===== src/rtl/relu_grad_gather.sv =====
// relu_grad_gather: packs a scalar gradient stream into WIDTH-lane vectors.
// A fill buffer collects the next vector while the output register holds the current one.
module relu_grad_gather #(
    parameter int WIDTH = 16
) (
    input  logic                  clk,
    input  logic                  reset,
    input  logic                  in_valid,
    output logic                  in_ready,
    input  logic [31:0]           in_data,
    input  logic [7:0]            in_id,
    input  logic                  flush,
    output logic                  out_valid,
    input  logic                  out_ready,
    output logic [32*WIDTH-1:0]   out_vec,
    output logic [7:0]            id_out,
    output logic                  id_err,
    output logic [15:0]           vec_count
);

    localparam int CW = $clog2(WIDTH);

    logic [CW-1:0]              r_count;
    logic                       r_fill_full;
    logic                       r_in_ready;
    logic [WIDTH-1:0][31:0]     r_fill;
    logic [WIDTH-1:0][31:0]     r_out;
    logic [7:0]                 r_fill_id;
    logic [7:0]                 r_id_out;
    logic                       r_out_valid;
    logic                       r_id_err;
    logic [15:0]                r_vec_count;

    logic w_acc;
    logic w_last;
    logic w_flush;
    logic w_close;
    logic w_xfer;
    logic w_full_nxt;

    assign w_acc   = in_valid && r_in_ready;
    assign w_last  = w_acc && (r_count == CW'(WIDTH - 1));
    // A flush closes the vector only if it holds at least one word
    assign w_flush = flush && !r_fill_full && !w_last &&
                     (w_acc || (r_count != '0));
    assign w_close = w_last || w_flush;
    assign w_xfer  = r_fill_full && (!r_out_valid || out_ready);

    // Closing needs !fill_full, so it can never coincide with a transfer
    assign w_full_nxt = w_close ? 1'b1 : (w_xfer ? 1'b0 : r_fill_full);

    always_ff @(posedge clk or posedge reset) begin
        if (reset) begin
            r_count     <= '0;
            r_fill_full <= 1'b0;
            r_in_ready  <= 1'b0;
            r_fill      <= '0;
            r_fill_id   <= '0;
            r_id_err    <= 1'b0;
        end else begin
            r_fill_full <= w_full_nxt;
            r_in_ready  <= !w_full_nxt;
            if (w_close)
                r_count <= '0;
            else if (w_acc)
                r_count <= r_count + CW'(1);
            if (w_acc && (r_count == '0))
                r_fill_id <= in_id;
            if (w_acc && (r_count != '0) && (in_id != r_fill_id))
                r_id_err <= 1'b1;
            for (int i = 0; i < WIDTH; i++) begin
                if (w_acc && (CW'(i) == r_count))
                    r_fill[i] <= in_data;
                else if (w_flush && (CW'(i) >= r_count))
                    r_fill[i] <= '0;
            end
        end
    end

    always_ff @(posedge clk or posedge reset) begin
        if (reset) begin
            r_out       <= '0;
            r_id_out    <= '0;
            r_out_valid <= 1'b0;
            r_vec_count <= '0;
        end else if (w_xfer) begin
            r_out       <= r_fill;
            r_id_out    <= r_fill_id;
            r_out_valid <= 1'b1;
            r_vec_count <= r_vec_count + 16'd1;
        end else if (r_out_valid && out_ready) begin
            r_out_valid <= 1'b0;
        end
    end

    assign in_ready  = r_in_ready;
    assign out_valid = r_out_valid;
    assign out_vec   = r_out;
    assign id_out    = r_id_out;
    assign id_err    = r_id_err;
    assign vec_count = r_vec_count;

endmodule


===== config.mk =====
export PLATFORM = sky130hd
export DESIGN_NAME = relu_grad_gather
export DESIGN_NICKNAME = d
export VERILOG_FILES = /design/src/rtl/relu_grad_gather.sv
export SDC_FILE = /design/constraint.sdc
export NUM_CORES = 2
export LEC_CHECK = 0
export BUFFER_PORTS_ARGS = -buffer_cell sky130_fd_sc_hd__buf_2
export CAP_MARGIN = 0
export CORE_MARGIN = 2
export CORE_UTILIZATION = 42
export CTS_BUF_LIST = sky130_fd_sc_hd__clkbuf_16
export CTS_CLUSTER_SIZE = 24
export DETAILED_ROUTE_END_ITERATION = 12
export GPL_TIMING_DRIVEN = 0
export HOLD_SLACK_MARGIN = 0.1
export PLACE_DENSITY_LB_ADDON = 0.05
export RECOVER_POWER = 100
export SYNTH_ARGS = -nofsm -noshare
export SYNTH_HDL_FRONTEND = slang
export SYNTH_SLANG_ARGS = --single-unit

===== constraint.sdc =====
create_clock -name clk -period 55.4 [get_ports clk]
set_clock_uncertainty 0.15 [all_clocks]
set_input_delay 11.08 -clock clk [delete_from_list [all_inputs] [get_ports clk]]
set_output_delay 11.08 -clock clk [all_outputs]
set_load 0.02 [all_outputs]

Word level (Yosys, flattened, before mapping). Index checks and enable logic that the tools add are counted.

$lt $le $gt $ge: 16. Mux-type cells: 38. Eq/ne operators: 17. Reductions and logical operators: 68. Add/subtract/negate cells: 2.

Operator list (number): $mux W32 (32); $logic_and A1 B1 Y1 (41); $reduce_bool A2 Y1 (18); $eq A4 B4 Y1 const A (8); $ge A4 B4 Y1 const A (8); $add A16 B1 Y16 const B (1); $eq A3 B4 Y1 const A (4); $ge A3 B4 Y1 const A (4); $eq A2 B4 Y1 const A (2); $ge A1 B4 Y1 const A (2); $ge A2 B4 Y1 const A (2); $mux W4 (2); $ne A8 B8 Y1 (1); $add A4 B1 Y4 const B (1); $eq A1 B4 Y1 const A (1); $eq A4 B4 Y1 const B (1); $logic_not A1 Y1 (4); $logic_not A4 Y1 (1); $mux W1 (4); $reduce_bool A4 Y1 (1); $logic_or A1 B1 Y1 (3).

Register bits after elaboration: 1064. Bits of input ports: 45. Word-level logic and storage cells: 181. Output and inout bits: 539.

Depth between registers and ports, before layout.
Depth in word-level cells: 8. Mapped depth: 9. Depth with buffers taken out: 6.

Worst setup path before layout. OpenSTA, ideal clock, no wires.

Path type: input-to-reg. Start: in in_valid. End: reg r_fill[128] (netlist name). Setup slack: 42.924 ns. Arrival: 12.205 ns. Library setup time: 0.121 ns. Buffers on the path: 3. Required time: 55.129 ns. Stages: 7. Path through: buf_4 -> nand2_1 -> buf_4 -> a221oi_1 -> o21ai_1 -> buf_2 -> a22o_1.

Cells in the longest elaborated chain, start to end: 7. Elaborated cells between the ends (all ways): 10. Those cells by class: 1 x mux; 9 x reduce/logical.

Ends and longest elaborated chain: from (decl) (RTL line 8) `input logic in_valid,`; $logic_and A1 B1 Y1 (*) (RTL line 41) `assign w_acc = in_valid && r_in_ready;`; $logic_and A1 B1 Y1 (RTL line 42) `assign w_last = w_acc && (r_count == CW'(WIDTH - 1));`; $logic_not A1 Y1 (RTL line 44) `assign w_flush = flush && !r_fill_full && !w_last &&`; $logic_and A1 B1 Y1 (2 in a row) (RTL line 44); $logic_and A1 B1 Y1 (RTL line 74) `else if (w_flush && (CW'(i) >= r_count))`; $reduce_bool A2 Y1 (no line); to (signal, indexed assignment) (RTL line 73) `r_fill[i] <= in_data;`; to (decl) (RTL line 26) `logic [WIDTH-1:0][31:0] r_fill;`.

Every way passes the cells marked *; elsewhere a longest branch is shown, timed or not. A chain may end at the register's enable or synchronous reset.

==> flow_summary_export.csv <==
group,metric,value,unit
floorplan,die-area,97510,um2
drt,detailedRoute.firstIterationViolations,2279,
global_routing,grt_antenna_before_repair,2,
global_routing,grt_remaining_overflow,0,
floorplan,core.rowCount,113,
yosys,ys_seq_elements,1064,
drt,wl_per_cell,23.46,um
yosys,yosysMostFrequentCell,"sky130_fd_sc_hd__nand2_1",
finish,layout.nets,4463,
floorplan,floorplan.die.width,312.3,um
power_and_ir_drop,leakagePower,24.49,nW
drt,vias,29660,
yosys,synth-edff-count,0,
yosys,post_synth_main_area_contributors,"sky130_fd_sc_hd__dfrtp_1 67%, sky130_fd_sc_hd__nand2_1 16%, sky130_fd_sc_hd__a22o_1 9.1%",
global_routing,grt_pass1_wl,199200,um
drt,detailed_route_wire_length_on_metal_1,57150,um
cts,clock_tree.htree_level_count,3,
cts,clock_slew_at_the_register_clock_pins_of_the_worst_setup_and_hold_paths,60,ps
finish,layout-drive-gt1-share,7.540,%
drt,route.detailed.vias_per_inst,5.136,
yosys,synthDominantAreaCellType,"sky130_fd_sc_hd__dfrtp_1",
sta,fin_crit_sh,50.43,%
drt,finalWirelength,135500,um
power_and_ir_drop,ir_worst_vdd,0.00002506,V
power_and_ir_drop,power_report.internal_total,0.001498,W
floorplan,start_util,42.19,%
drt,top_signal_layer_used,"met4",
drt,drc,0,
sta,final_hold_viol_count,0,
finish,fillCellCount,9119,
cts,cts_setup_buffers,0,
drt,ant_nets,0,
power_and_ir_drop,power_per_cell_area,48.37,nW/um2
job,maximum_capacitance_violations,16,
sta,slew_violations,1111,
cts,clock_latency,690,ps
yosys,seq_area_frac_synth,66.71,%
cts,cts_hold_buf,0,
yosys,synth.yosys.warnings,0,
placement,port_buffers,582,
placement,placedCellCount,5563,
sta,max_clock_freq,0.03580,GHz
cts,tritoncts.num_buffers,113,
yosys,synth_flop_cell,"sky130_fd_sc_hd__dfrtp_1",
drt,route.met2.wl,66210,um
sta,layout_min_cycle_time,27940,ps
yosys,synthesis.nets,3755,
worst_setup_path,timing.critical_path.from_type,"input pin",
worst_setup_path,worstPathMaxFanout,115,
cts,cts_buffer_depth,3,
global_routing,grt_max_degree,117,
yosys,number_of_distinct_library_cells_after_synthesis,54,
power_and_ir_drop,power.share.clock,35.1,%
finish,synthToLayoutAreaGrowth,19.18,%
placement,routabilityCongestion,0.8265,
finish,area.sequential,26630,um2
drt,first_pass_iters,8,
sta,max-slew-margin-rel,-309.3,%
floorplan,design.portCount,584,
cts,tritoncts_clock_tree,"yes",
yosys,netlist_area_before_placement,39910,um2
run_status,failed_checks,"max-capacitance violations, max-slew violations",
run_status,outcome,"complete, but fails checks",
power_and_ir_drop,pwr-share-seq,41.1,%
min_path,holdCritPathClass,"reg -> reg",
placement,place.detailed.hpwl,95740,um
yosys,synthesis.instances,3705,
floorplan,coreArea,94590,um2
worst_setup_path,cp-end-kind,"asynchronous set/reset pin",
sta,setup_total_negative_slack,0,ps
power_and_ir_drop,power.combinational.fraction,23.8,%
worst_setup_path,critical_path_data_required_time,55150,ps
global_routing,grt_pass1_vias,29600,
sta,grt_setup_unrepaired,"false",
worst_setup_path,criticalPathCategory,"in -> async",
sta,timing_worst_slew_pin_value,6140,ps
finish,fin_cells,5776,
yosys,synthesis.area_per_instance,10.77,um2
drt,detailroute.wirelength.met3,8374,um
global_routing,global_route_total_usage_across_every_layer,27.66,%
finish,postLayoutCoreUtil,50.29,%
yosys,yosys.area.top_type_share,66.71,%
yosys,synth_async_sr_flop_share,100.0,%
floorplan,die_height,312.3,um
cts,cts-root-buf,"sky130_fd_sc_hd__clkbuf_16",
cts,cts_repair_resize_count,0,
yosys,netlist_top_cells_count,"1678 x sky130_fd_sc_hd__nand2_1, 1064 x sky130_fd_sc_hd__dfrtp_1, 416 x sky130_fd_sc_hd__a22o_1",
finish,combined_area_of_the_multi_input_logic_cells,11890,um2
cts,cts_sink_count,1064,
power_and_ir_drop,switching_share,34.88,%
power_and_ir_drop,p_sw,0.0008026,W
worst_setup_path,reg2reg_setup_slack,51370,ps
sta,timing.final.setup_violations,0,
worst_setup_path,cp_data_arrival_time,27690,ps
-- critical path, stage by stage --
cell and delay (ps):
sky130_fd_sc_hd__buf_2 100, sky130_fd_sc_hd__clkinvlp_2 2150, sky130_fd_sc_hd__clkbuf_1 3890, sky130_fd_sc_hd__clkbuf_1 4360, sky130_fd_sc_hd__clkbuf_1 2900, sky130_fd_sc_hd__clkbuf_1 2870
-- final cells by class --
cell class,instances,share of cell area (%)
clock inverter,92,2.083
antenna,2,0.01052
tap,1265,3.327
buffer,267,2.438
multi-input combinational,2360,25.00
timing repair buffer,593,4.790
inverter,14,0.1131
sequential,1064,55.97
clock buffer,119,6.260
-- kinds of logic (layout without fill, tap and decap cells) --
kind of cell | Yosys count | after routing | synth area share (%)
mux | 37 | 37 | 1.044
buf+inv | 281 | 1085 | 3.332
fa+ha+maj | 5 | 5 | 0.1567
other cells | 0 | 2 | 0
compound gates | 544 | 544 | 11.26
flops | 1064 | 1064 | 66.71
simple gates | 1749 | 1749 | 16.94
xor+xnor | 25 | 25 | 0.5486
-- power by group through the flow --
stage / registers, W / logic [W] / clock network [W]
global route: 0.000956 / 0.000598 / 0.000855
detailed placement: 0.000956 / 0.000580 / 0
finish: 0.000945 / 0.000548 / 0.000809
floorplan: 0.00100 / 0.000293 / 0
global placement: 0.000959 / 0.000575 / 0
CTS: 0.000943 / 0.000582 / 0.000824
-- state kept, by name (all words and copies together), names as in the netlist --
name / cells
r_fill_full: 1
r_fill: 512
out_valid: 1
r_fill_id: 8
id_out: 8
in_ready: 1
out_vec: 512
r_count: 4
vec_count: 16
id_err: 1
-- cell usage in the layout (no fill, tap or decap), types with 29 or more instances in the layout --
cell type	n
sky130_fd_sc_hd__o21ai_0	41
sky130_fd_sc_hd__dfrtp_1	1064
sky130_fd_sc_hd__a22o_1	416
sky130_fd_sc_hd__clkbuf_1	747
sky130_fd_sc_hd__mux2_2	37
sky130_fd_sc_hd__a21oi_1	42
sky130_fd_sc_hd__nand2_1	1679
sky130_fd_sc_hd__a32oi_1	29
sky130_fd_sc_hd__clkbuf_16	119
sky130_fd_sc_hd__buf_2	94
-- through the flow --
stage | hold slack, ps | cell area [um2] | setup slack, ps | total power (W)
4_1_cts | 314.5 | 48700 | 41780 | 0.002348
6_report | 312.3 | 47570 | 27460 | 0.002301
2_1_floorplan | 283.1 | 39910 | 14220 | 0.001296
5_1_grt | 332.3 | 47560 | 23710 | 0.002409
3_3_place_gp | 291.0 | 44410 | 1065 | 0.001534
3_5_place_dp | 299.9 | 44730 | 41050 | 0.001536
-- final timing paths --
kind	cells after the start	to	startpoint
setup / recovery	6	out_vec[404]	reset
hold / removal	2	out_vec[12]	r_fill[12]
setup reg to reg	9	out_vec[479]	out_valid
hold reg to reg	2	out_vec[12]	r_fill[12]
max in group clk	10	out_vec[479]	out_ready
min in group asynchronous	2	out_vec[107]	reset
-- layer usage --
| layer | GRT usage, % | up-vias |
|---|---|---|
| met3 | 5.760 | 167 |
| met1 | 36.58 | 15100 |
| met5 | 0 | - |
| met4 | 8.217 | 0 |
| met2 | 46.03 | 770 |
| li1 | - | 13630 |
No activity file was read; power rests on OpenSTA's default activity.
